==> src/rtl/dom_output_mul_stage.sv <==
// dom_output_mul_stage: masked DOM-indep GF(2^4) products of the inverter output with the mapped S-box input nibbles
module dom_output_mul_stage #(
  parameter int SHARES = 2,
  parameter int INV_LATENCY = 3
) (
  input  logic                              ClkxCI,
  input  logic                              RstxBI,
  input  logic                              ValidxSI,
  input  logic [4*SHARES-1:0]               _AhxDI,
  input  logic [4*SHARES-1:0]               _AlxDI,
  input  logic [4*SHARES-1:0]               _InvxDI,
  input  logic [2*SHARES*(SHARES-1)-1:0]    _Zmul4xDI,
  input  logic [2*SHARES*(SHARES-1)-1:0]    _Zmul5xDI,
  output logic [8*SHARES-1:0]               _QxDO,
  output logic                              ValidxSO
);
  localparam int NW = 4*SHARES;

  function automatic logic [1:0] gf2Mul(input logic [1:0] x, input logic [1:0] y);
    logic e;
    e = (x[1] ^ x[0]) & (y[1] ^ y[0]);
    return {(x[1] & y[1]) ^ e, (x[0] & y[0]) ^ e};
  endfunction

  function automatic logic [1:0] gf2ScaleN(input logic [1:0] x);
    return {x[0], x[1] ^ x[0]};
  endfunction

  function automatic logic [3:0] gf4Mul(input logic [3:0] x, input logic [3:0] y);
    logic [1:0] e;
    e = gf2ScaleN(gf2Mul(x[3:2] ^ x[1:0], y[3:2] ^ y[1:0]));
    return {gf2Mul(x[3:2], y[3:2]) ^ e, gf2Mul(x[1:0], y[1:0]) ^ e};
  endfunction

  function automatic int pairIdx(input int a, input int b);
    int p;
    p = 0;
    for (int k = 0; k < a; k++) p += SHARES - 1 - k;
    return p + b - a - 1;
  endfunction

  logic [NW-1:0] ahD, alD;
  logic vD, v1;
  logic [4*SHARES*SHARES-1:0] t4All, t5All;
  logic [8*SHARES-1:0] qNext;

  if (INV_LATENCY == 0) begin : gNoDly
    assign ahD = _AhxDI;
    assign alD = _AlxDI;
    assign vD = ValidxSI;
  end else begin : gDly
    logic [NW-1:0] ahSr [INV_LATENCY];
    logic [NW-1:0] alSr [INV_LATENCY];
    logic vSr [INV_LATENCY];
    // free-running shift so the nibbles line up with the inverter result
    always_ff @(posedge ClkxCI) begin
      if (!RstxBI) begin
        for (int k = 0; k < INV_LATENCY; k++) begin
          ahSr[k] <= '0;
          alSr[k] <= '0;
          vSr[k] <= 1'b0;
        end
      end else begin
        ahSr[0] <= _AhxDI;
        alSr[0] <= _AlxDI;
        vSr[0] <= ValidxSI;
        for (int k = 1; k < INV_LATENCY; k++) begin
          ahSr[k] <= ahSr[k-1];
          alSr[k] <= alSr[k-1];
          vSr[k] <= vSr[k-1];
        end
      end
    end
    assign ahD = ahSr[INV_LATENCY-1];
    assign alD = alSr[INV_LATENCY-1];
    assign vD = vSr[INV_LATENCY-1];
  end

  for (genvar i = 0; i < SHARES; i++) begin : gRow
    for (genvar j = 0; j < SHARES; j++) begin : gCol
      logic [3:0] t4r, t5r;
      if (i == j) begin : gInner
        // inner-domain products need no fresh mask
        always_ff @(posedge ClkxCI) begin
          t4r <= !RstxBI ? 4'h0 : gf4Mul(alD[4*i +: 4], _InvxDI[4*j +: 4]);
          t5r <= !RstxBI ? 4'h0 : gf4Mul(ahD[4*i +: 4], _InvxDI[4*j +: 4]);
        end
      end else begin : gCross
        localparam int P = (i < j) ? pairIdx(i, j) : pairIdx(j, i);
        // cross-domain products are masked and registered before any share mixing
        always_ff @(posedge ClkxCI) begin
          t4r <= !RstxBI ? 4'h0 : gf4Mul(alD[4*i +: 4], _InvxDI[4*j +: 4]) ^ _Zmul4xDI[4*P +: 4];
          t5r <= !RstxBI ? 4'h0 : gf4Mul(ahD[4*i +: 4], _InvxDI[4*j +: 4]) ^ _Zmul5xDI[4*P +: 4];
        end
      end
      assign t4All[4*(i*SHARES+j) +: 4] = t4r;
      assign t5All[4*(i*SHARES+j) +: 4] = t5r;
    end
  end

  // compress each share's registered terms into its output nibbles
  always_comb begin
    qNext = '0;
    for (int i = 0; i < SHARES; i++) begin
      for (int j = 0; j < SHARES; j++) begin
        qNext[8*i+4 +: 4] = qNext[8*i+4 +: 4] ^ t4All[4*(i*SHARES+j) +: 4];
        qNext[8*i +: 4] = qNext[8*i +: 4] ^ t5All[4*(i*SHARES+j) +: 4];
      end
    end
  end

  // output register and valid tracking through both stages
  always_ff @(posedge ClkxCI) begin
    if (!RstxBI) begin
      _QxDO <= '0;
      v1 <= 1'b0;
      ValidxSO <= 1'b0;
    end else begin
      _QxDO <= qNext;
      v1 <= vD;
      ValidxSO <= v1;
    end
  end
endmodule

==> config.mk <==
export PLATFORM = sky130hd
export DESIGN_NAME = dom_output_mul_stage
export DESIGN_NICKNAME = d
export VERILOG_FILES = /design/src/rtl/dom_output_mul_stage.sv
export SDC_FILE = /design/constraint.sdc
export NUM_CORES = 1
export LEC_CHECK = 0
export ABC_CLOCK_PERIOD_IN_PS = 4900
export BUFFER_PORTS_ARGS = -buffer_cell sky130_fd_sc_hd__buf_2
export CAP_MARGIN = 20
export CORE_MARGIN = 2
export CORE_UTILIZATION = 64
export DETAILED_ROUTE_END_ITERATION = 10
export PLACE_DENSITY = 0.86
export SLEW_MARGIN = 20
export SYNTH_ARGS = -nofsm -noshare
export SYNTH_HDL_FRONTEND = slang
export SYNTH_SLANG_ARGS = --single-unit
==> constraint.sdc <==
create_clock -name ClkxCI -period 4.9 [get_ports ClkxCI]
set_clock_uncertainty 0.15 [all_clocks]
set_input_delay 0.735 -clock ClkxCI [delete_from_list [all_inputs] [get_ports ClkxCI]]
set_output_delay 0.735 -clock ClkxCI [all_outputs]
set_load 0.01 [all_outputs]
==> key figures, run 1 <==
Status
  – Status: completed

Placement
  – IO buf count: 51
  – Post-DP HPWL: 6720 µm
  – RD Place Congestion: 0.974

Critical path
  – WS Path Type: input port to flip-flop
  – Crit end category: flip-flop
  – Largest stage delay, worst path: 400 ps
  – Required time of the critical path: 5040 ps
  – Startpoint types: input port
  – Critical path arrival: 2440 ps
  – CP max FO: 21
  – R2r startpoint: gDly.ahSr[0][22]$_SDFF_PN0_
  – CP max-delay cell: a221oi_1
  – Critical path, cell by cell: buf_2, mux2_2, a221oi_1, xnor2_1, xnor3_1, nor2b_1
  – Critical path launch point: _InvxDI[4]

Power and ir drop
  – Combinational power share: 0.174
  – Internal power: 1.29 mW
  – Leakage: 2.34 nW
  – Peak supply drop: 233 µV
  – Switch share: 0.253
  – Power Total: 1.73 mW
  – P_sw: 437 µW
  – Sequential power share: 0.524
  – P per Cell Area: 313 nW/µm²
  – Clock power share: 0.302

Route
  – Routed len/inst: 15.0 µm
  – Drt first pass iters: 5
  – Vias/cell: 5.29
  – Final WL: 9150 µm
  – Drt initial violations: 147
  – Vias after detailed routing: 3224
  – Drt drc: 0
  – ANT nets after route: 0

Cells and area
  – Layout cells sized above 1: 0.233
  – Fillers: 583
  – Final nets: 537
  – Syn-to-layout area delta: 7.98%
  – Final Util: 0.714
  – N_diodes: 0

GRT
  – Largest net degree at the start of global routing: 59
  – GRT Total Usage: 0.226
  – Final global-route overflow total: 0
  – Global-route wire length before repair: 15000 µm
  – Vias in the first global route: 3051
  – Initial antenna violation count: 0

Synthesis
  – EDFF count, synth: 0
  – Syn_nets: 517
  – Top cell type's share of synthesized area: 0.395
  – Primary FF master, synth: dfxtp_1
  – Yosys cell types: 28
  – Dominant cell type by area after synthesis: dfxtp_1
  – Mapped Area: 5110 µm²
  – Async S/R FF share, synth: 0
  – Warnings, synthesis: 0
  – Synth Instances: 482
  – Seq cells post-synth: 101
  – Mean Syn Cell Area: 10.6 µm²
  – Most area-consuming cells after synthesis: dfxtp_1, and2_1, xnor3_1, mux2_2, xor2_1
  – Sequential share of the synthesized area: 0.395

Clock tree
  – Root buf cell: clkbuf_8
  – H-tree depth: 3
  – PostCTS Resize Cnt: 0
  – Clock sink count: 101
  – Clock Tree Buf Depth: 2
  – Clock slew at reported path FFs: 90 ps
  – CTS tree: done
  – Hold_buf cts: 0
  – Clock latency on the worst-skew pair: 360 ps
  – Post-CTS setup buffers: 0
  – Cts bufs inserted: 9

Floorplanning
  – Die height: 93.4 µm
  – Num ports: 52
  – Die area: 8720 µm²
  – Core Rows: 32
  – Die span in x: 93.4 µm
  – Core area: 7730 µm²
  – Initial Util: 0.662

STA
  – Setup Viol. Count Final: 0
  – Slew HR: 0.506
  – Post-route minimum period: 2300 ps
  – Final Cycle Share: 0.469
  – Worst Max-Slew Pin Slew: 741 ps
  – Final Hold Viols: 0
  – RSZ-0062 raised after global routing: no
  – Setup TNS: 0 ps
  – FMAX: 435 MHz
  – Final Max Slew Viols: 0

Hold path
  – Hold Crit Start: gDly.vSr[1]$_SDFF_PN0_
  – Worst hold path class: flip-flop to flip-flop

Job
  – Number of max-cap violations: 0
==> state kept, by name, summed over array words and instances (netlist names) <==
| signal | count |
|---|---|
| ValidxSO | 1 |
| _QxDO | 16 |
| gDly.ahSr | 24 |
| gDly.alSr | 24 |
| gDly.vSr | 3 |
| gRow.gCol.t4r | 16 |
| gRow.gCol.t5r | 16 |
| v1 | 1 |
==> metrics by stage <==
stage / hold WS, ps / area, µm² / instances / setup slack [ps]
6_report: 287 / 5520 / 609 / 2600
5_1_grt: 303 / 5520 / 609 / 2520
4_1_cts: 289 / 5520 / 609 / 2610
3_5_place_dp: 267 / 5320 / 593 / 2230
3_3_place_gp: 264 / 5320 / 593 / 2280
2_1_floorplan: 262 / 5110 / 482 / 2560
==> routing by layer <==
layer,vias up,track usage,part of all wire
li1,1628,-,-
met1,1509,0.289,0.44
met2,77,0.374,0.50
met3,10,0.0612,0.049
met4,0,0.0723,0.016
met5,-,0,0
==> area by class of cell <==
| type | instances | area [µm²] | share of cell area |
|---|---|---|---|
| well taps | 102 | 128 | 0.0231 |
| multi-input cells | 338 | 2910 | 0.527 |
| clock inverters | 5 | 60.1 | 0.0109 |
| repair buffers | 52 | 263 | 0.0476 |
| clock buffers | 11 | 141 | 0.0256 |
| flip-flops and latches | 101 | 2020 | 0.366 |
==> cell usage in the layout (no fill, tap or decap), types with 4 or more instances in the layout <==
cell	instances
xnor2_1	27
nor4bb_1	8
dfxtp_1	101
nand2b_1	18
a22oi_1	22
and2_1	91
xnor3_1	22
mux2_2	33
nor2_1	17
xor2_1	29
nor2b_1	15
o21ai_0	20
buf_2	51
nor2_4	4
clkbuf_8	10
nor2_2	7
a221oi_1	8
xnor2_2	5
==> cell families after synthesis <==
| logic type | count (synthesis) | synth area share |
|---|---|---|
| mux | 35 | 0.0766 |
| buf+inv | 43 | 0.0360 |
| compound gates | 53 | 0.0705 |
| xor+xnor | 85 | 0.220 |
| flops | 101 | 0.395 |
| simple gates | 165 | 0.202 |
==> cells in the mapped netlist (3+ instances only) <==
cell,instances
nor4bb_1,8
xnor2_2,5
xor2_1,29
a221oi_1,8
dfxtp_1,101
xnor3_1,22
xnor2_1,27
nor2_4,4
clkbuf_1,22
nor2_2,7
a22oi_1,22
and2_1,91
nor2b_1,15
nand2_1,3
nand2b_1,18
buf_1,3
nor2_1,17
buf_2,17
mux2_2,33
o21ai_0,20
==> path summary, 6_finish.rpt <==
| path | end | slack, ps | depth (start not counted) |
|---|---|---|---|
| worst min-delay path | gDly.vSr[2]$_SDFF_PN0_ | 290 | 1 |
| worst max-delay path | gRow[0].gCol[1].t5r[1]$_SDFF_PN0_ | 2600 | 6 |
| worst max register to register | gRow[1].gCol[0].t5r[3]$_SDFF_PN0_ | 2740 | 5 |
| worst min register to register | gDly.vSr[2]$_SDFF_PN0_ | 290 | 1 |
==> worst max-delay path: cells and delay by family <==
family / cells / cell delay (ps)
xor+xnor: 2 / 440
compound gates: 1 / 400
mux: 1 / 380
buf+inv: 1 / 330
simple gates: 1 / 150
==> power groups by stage <==
stage	Combinational (mW)	Sequential, mW	Clock (mW)
detailed placement	0.301	0.927	0
global placement	0.292	0.925	0
finish	0.301	0.907	0.522
floorplan	0.236	0.924	0
CTS	0.302	0.908	0.532
global route	0.329	0.915	0.569
(Power assumes the default switching activity.)
==> run 2, diff against run 1 <==
ABC_CLOCK_PERIOD_IN_PS = 2200   (was 4900)
CORE_UTILIZATION = 59   (was 64)
PLACE_DENSITY = 0.8   (was 0.86)
clock period = 2.2 ns   (was 4.9 ns; I/O delays follow)
==> run 2 against run 1 <==
Net effect: count of clock-buffer cells in the layout fell by 2; sequential cell count did not move; design area rose by 3.6%; sequential power rose by 120%; setup slack got worse by 2400 ps; sequential share of layout area fell by 1.3 points; final cell count rose by 4.6%.
==> key figures, run 2 (synthesis gave the netlist of run 1 again) <==
Route
  – Vias after detailed routing: 3335
  – Drt drc: 0
  – Met1 WL: 4240 µm
  – Drt initial violations: 158
  – Final WL: 9530 µm
  – Met3 Routed Length: 491 µm
  – Drt first pass iters: 4
  – Vias/cell: 5.24
  – ANT nets after route: 0
  – Top sig layer: met4
  – Routed length on met2: 4570 µm
  – Routed len/inst: 15.0 µm

STA
  – Worst Max-Slew Pin Slew: 600 ps
  – Post-route minimum period: 2030 ps
  – FMAX: 492 MHz
  – Final setup margin: 167 ps
  – Slew HR: 0.598
  – Final Max Slew Viols: 0
  – Setup Viol. Count Final: 0
  – Setup TNS: 0 ps
  – RSZ-0062 raised after global routing: no
  – Hold slack: 15.7 ps
  – Final Hold Viols: 0
  – Final Cycle Share: 0.924

Placement
  – Placement Cell Area: 5500 µm²
  – RD Place Congestion: 0.927
  – IO buf count: 51
  – Post-DP HPWL: 6980 µm
  – Dpl ws: 62.3 ps
  – Placed insts: 616

Hold path
  – Hold endpoint: gDly.alSr[0][4]$_SDFF_PN0_
  – Hold Crit Depth: 2
  – Worst hold path class: input port to flip-flop
  – Hold Crit Start: _AlxDI[4]

GRT
  – GRT Total Usage: 0.216
  – Largest net degree at the start of global routing: 40
  – Final global-route overflow total: 0
  – Vias in the first global route: 3284
  – Global-route wire length before repair: 16000 µm
  – Initial antenna violation count: 0

Cells and area
  – Commonest non-fill, non-tap cells in the layout: dfxtp_1, and2_1, buf_2
  – Biggest regs: gDly.ahSr: 24 flops, gDly.alSr: 24 flops
  – Final Util: 0.689
  – Layout cells sized above 1: 0.262
  – Commonest non-fill, non-tap cell in the layout: dfxtp_1
  – Fin cells: 637
  – Syn-to-layout area delta: 11.9%
  – Fin area: 5720 µm²
  – Final nets: 561

Clock tree
  – Clock slew at reported path FFs: 100 ps
  – Cts bufs inserted: 9
  – Clock latency on the worst-skew pair: 360 ps
  – Clock Tree Buf Depth: 2
  – Clock sink count: 101
  – Root buf cell: clkbuf_8
  – CTS tree: done
  – Hold_buf cts: 2
  – H-tree depth: 3
  – PostCTS Resize Cnt: 0
  – Post-CTS setup buffers: 0

Critical path
  – Critical path launch point: gDly.ahSr[0][20]$_SDFF_PN0_
  – R2R depth: 5
  – Required time of the critical path: 2310 ps
  – CP max-delay cell: dfxtp_1
  – Startpoint types: flip-flop
  – Largest stage delay, worst path: 600 ps
  – Critical R2R Capture: gRow[1].gCol[0].t5r[2]$_SDFF_PN0_
  – Internal reg-to-reg setup slack: 170 ps
  – Critical path arrival: 2140 ps
  – WS Path Type: flip-flop to flip-flop
  – R2r startpoint: gDly.ahSr[0][20]$_SDFF_PN0_
  – Family with the most delay on the worst path: XOR/XNOR gates
  – Critical path, cell by cell: xnor2_1, nor2_2, xnor3_1, xor2_1, and2_1
  – Crit end category: flip-flop
  – CP max FO: 11
  – CP Buf/Inv Count: 0

Floorplanning
  – Core area: 8300 µm²
  – Die area: 9430 µm²
  – Core Rows: 33
  – Die height: 97.1 µm
  – Die span in x: 97.1 µm
  – Initial Util: 0.616
  – Num ports: 52

Power and ir drop
  – Clock power share: 0.286
  – Leakage: 2.45 nW
  – Peak supply drop: 431 µV
  – P per Cell Area: 670 nW/µm²
  – Combinational power share: 0.187
  – P_sw: 1.05 mW
  – Switch share: 0.275
  – Power Total: 3.84 mW
  – Sequential power share: 0.527
  – Internal power: 2.78 mW

Status
  – Status: completed

Job
  – Number of max-cap violations: 0
[run 2: worst max-delay path by stage]
stage | endpoint | slack [ps] | cells after the start
final | gRow[1].gCol[0].t5r[2]$_SDFF_PN0_ | 170 | 5
after global routing | gRow[1].gCol[1].t5r[3]$_SDFF_PN0_ | 7 | 5
after CTS | gRow[1].gCol[0].t5r[0]$_SDFF_PN0_ | 170 | 5
after detailed placement | gRow[0].gCol[0].t4r[1]$_SDFF_PN0_ | 60 | 6
after global placement | gRow[0].gCol[1].t4r[1]$_SDFF_PN0_ | 110 | 6
after floorplan | gRow[0].gCol[0].t4r[1]$_SDFF_PN0_ | 270 | 6
[run 2: area by class of cell]
type,count,area (µm²)
antenna,1,2.50
clock buffer,9,124
clock inverter,7,57.6
fill,642,2580
multi-input combinational,338,2910
sequential,101,2020
tap,105,131
timing repair buffer,76,478
[run 2: power groups by stage]
stage / registers, mW / logic (mW) / clock network, mW
floorplan: 2.06 / 0.525 / 0
global placement: 2.06 / 0.698 / 0
detailed placement: 2.06 / 0.714 / 0
CTS: 2.02 / 0.720 / 1.12
global route: 2.04 / 0.783 / 1.20
finish: 2.02 / 0.718 / 1.10
[run 2: layer usage]
metal / track usage / vias up
li1: - / 1684
met4: 0.0953 / 0
met1: 0.277 / 1554
met3: 0.0424 / 18
met2: 0.354 / 79
met5: 0 / -
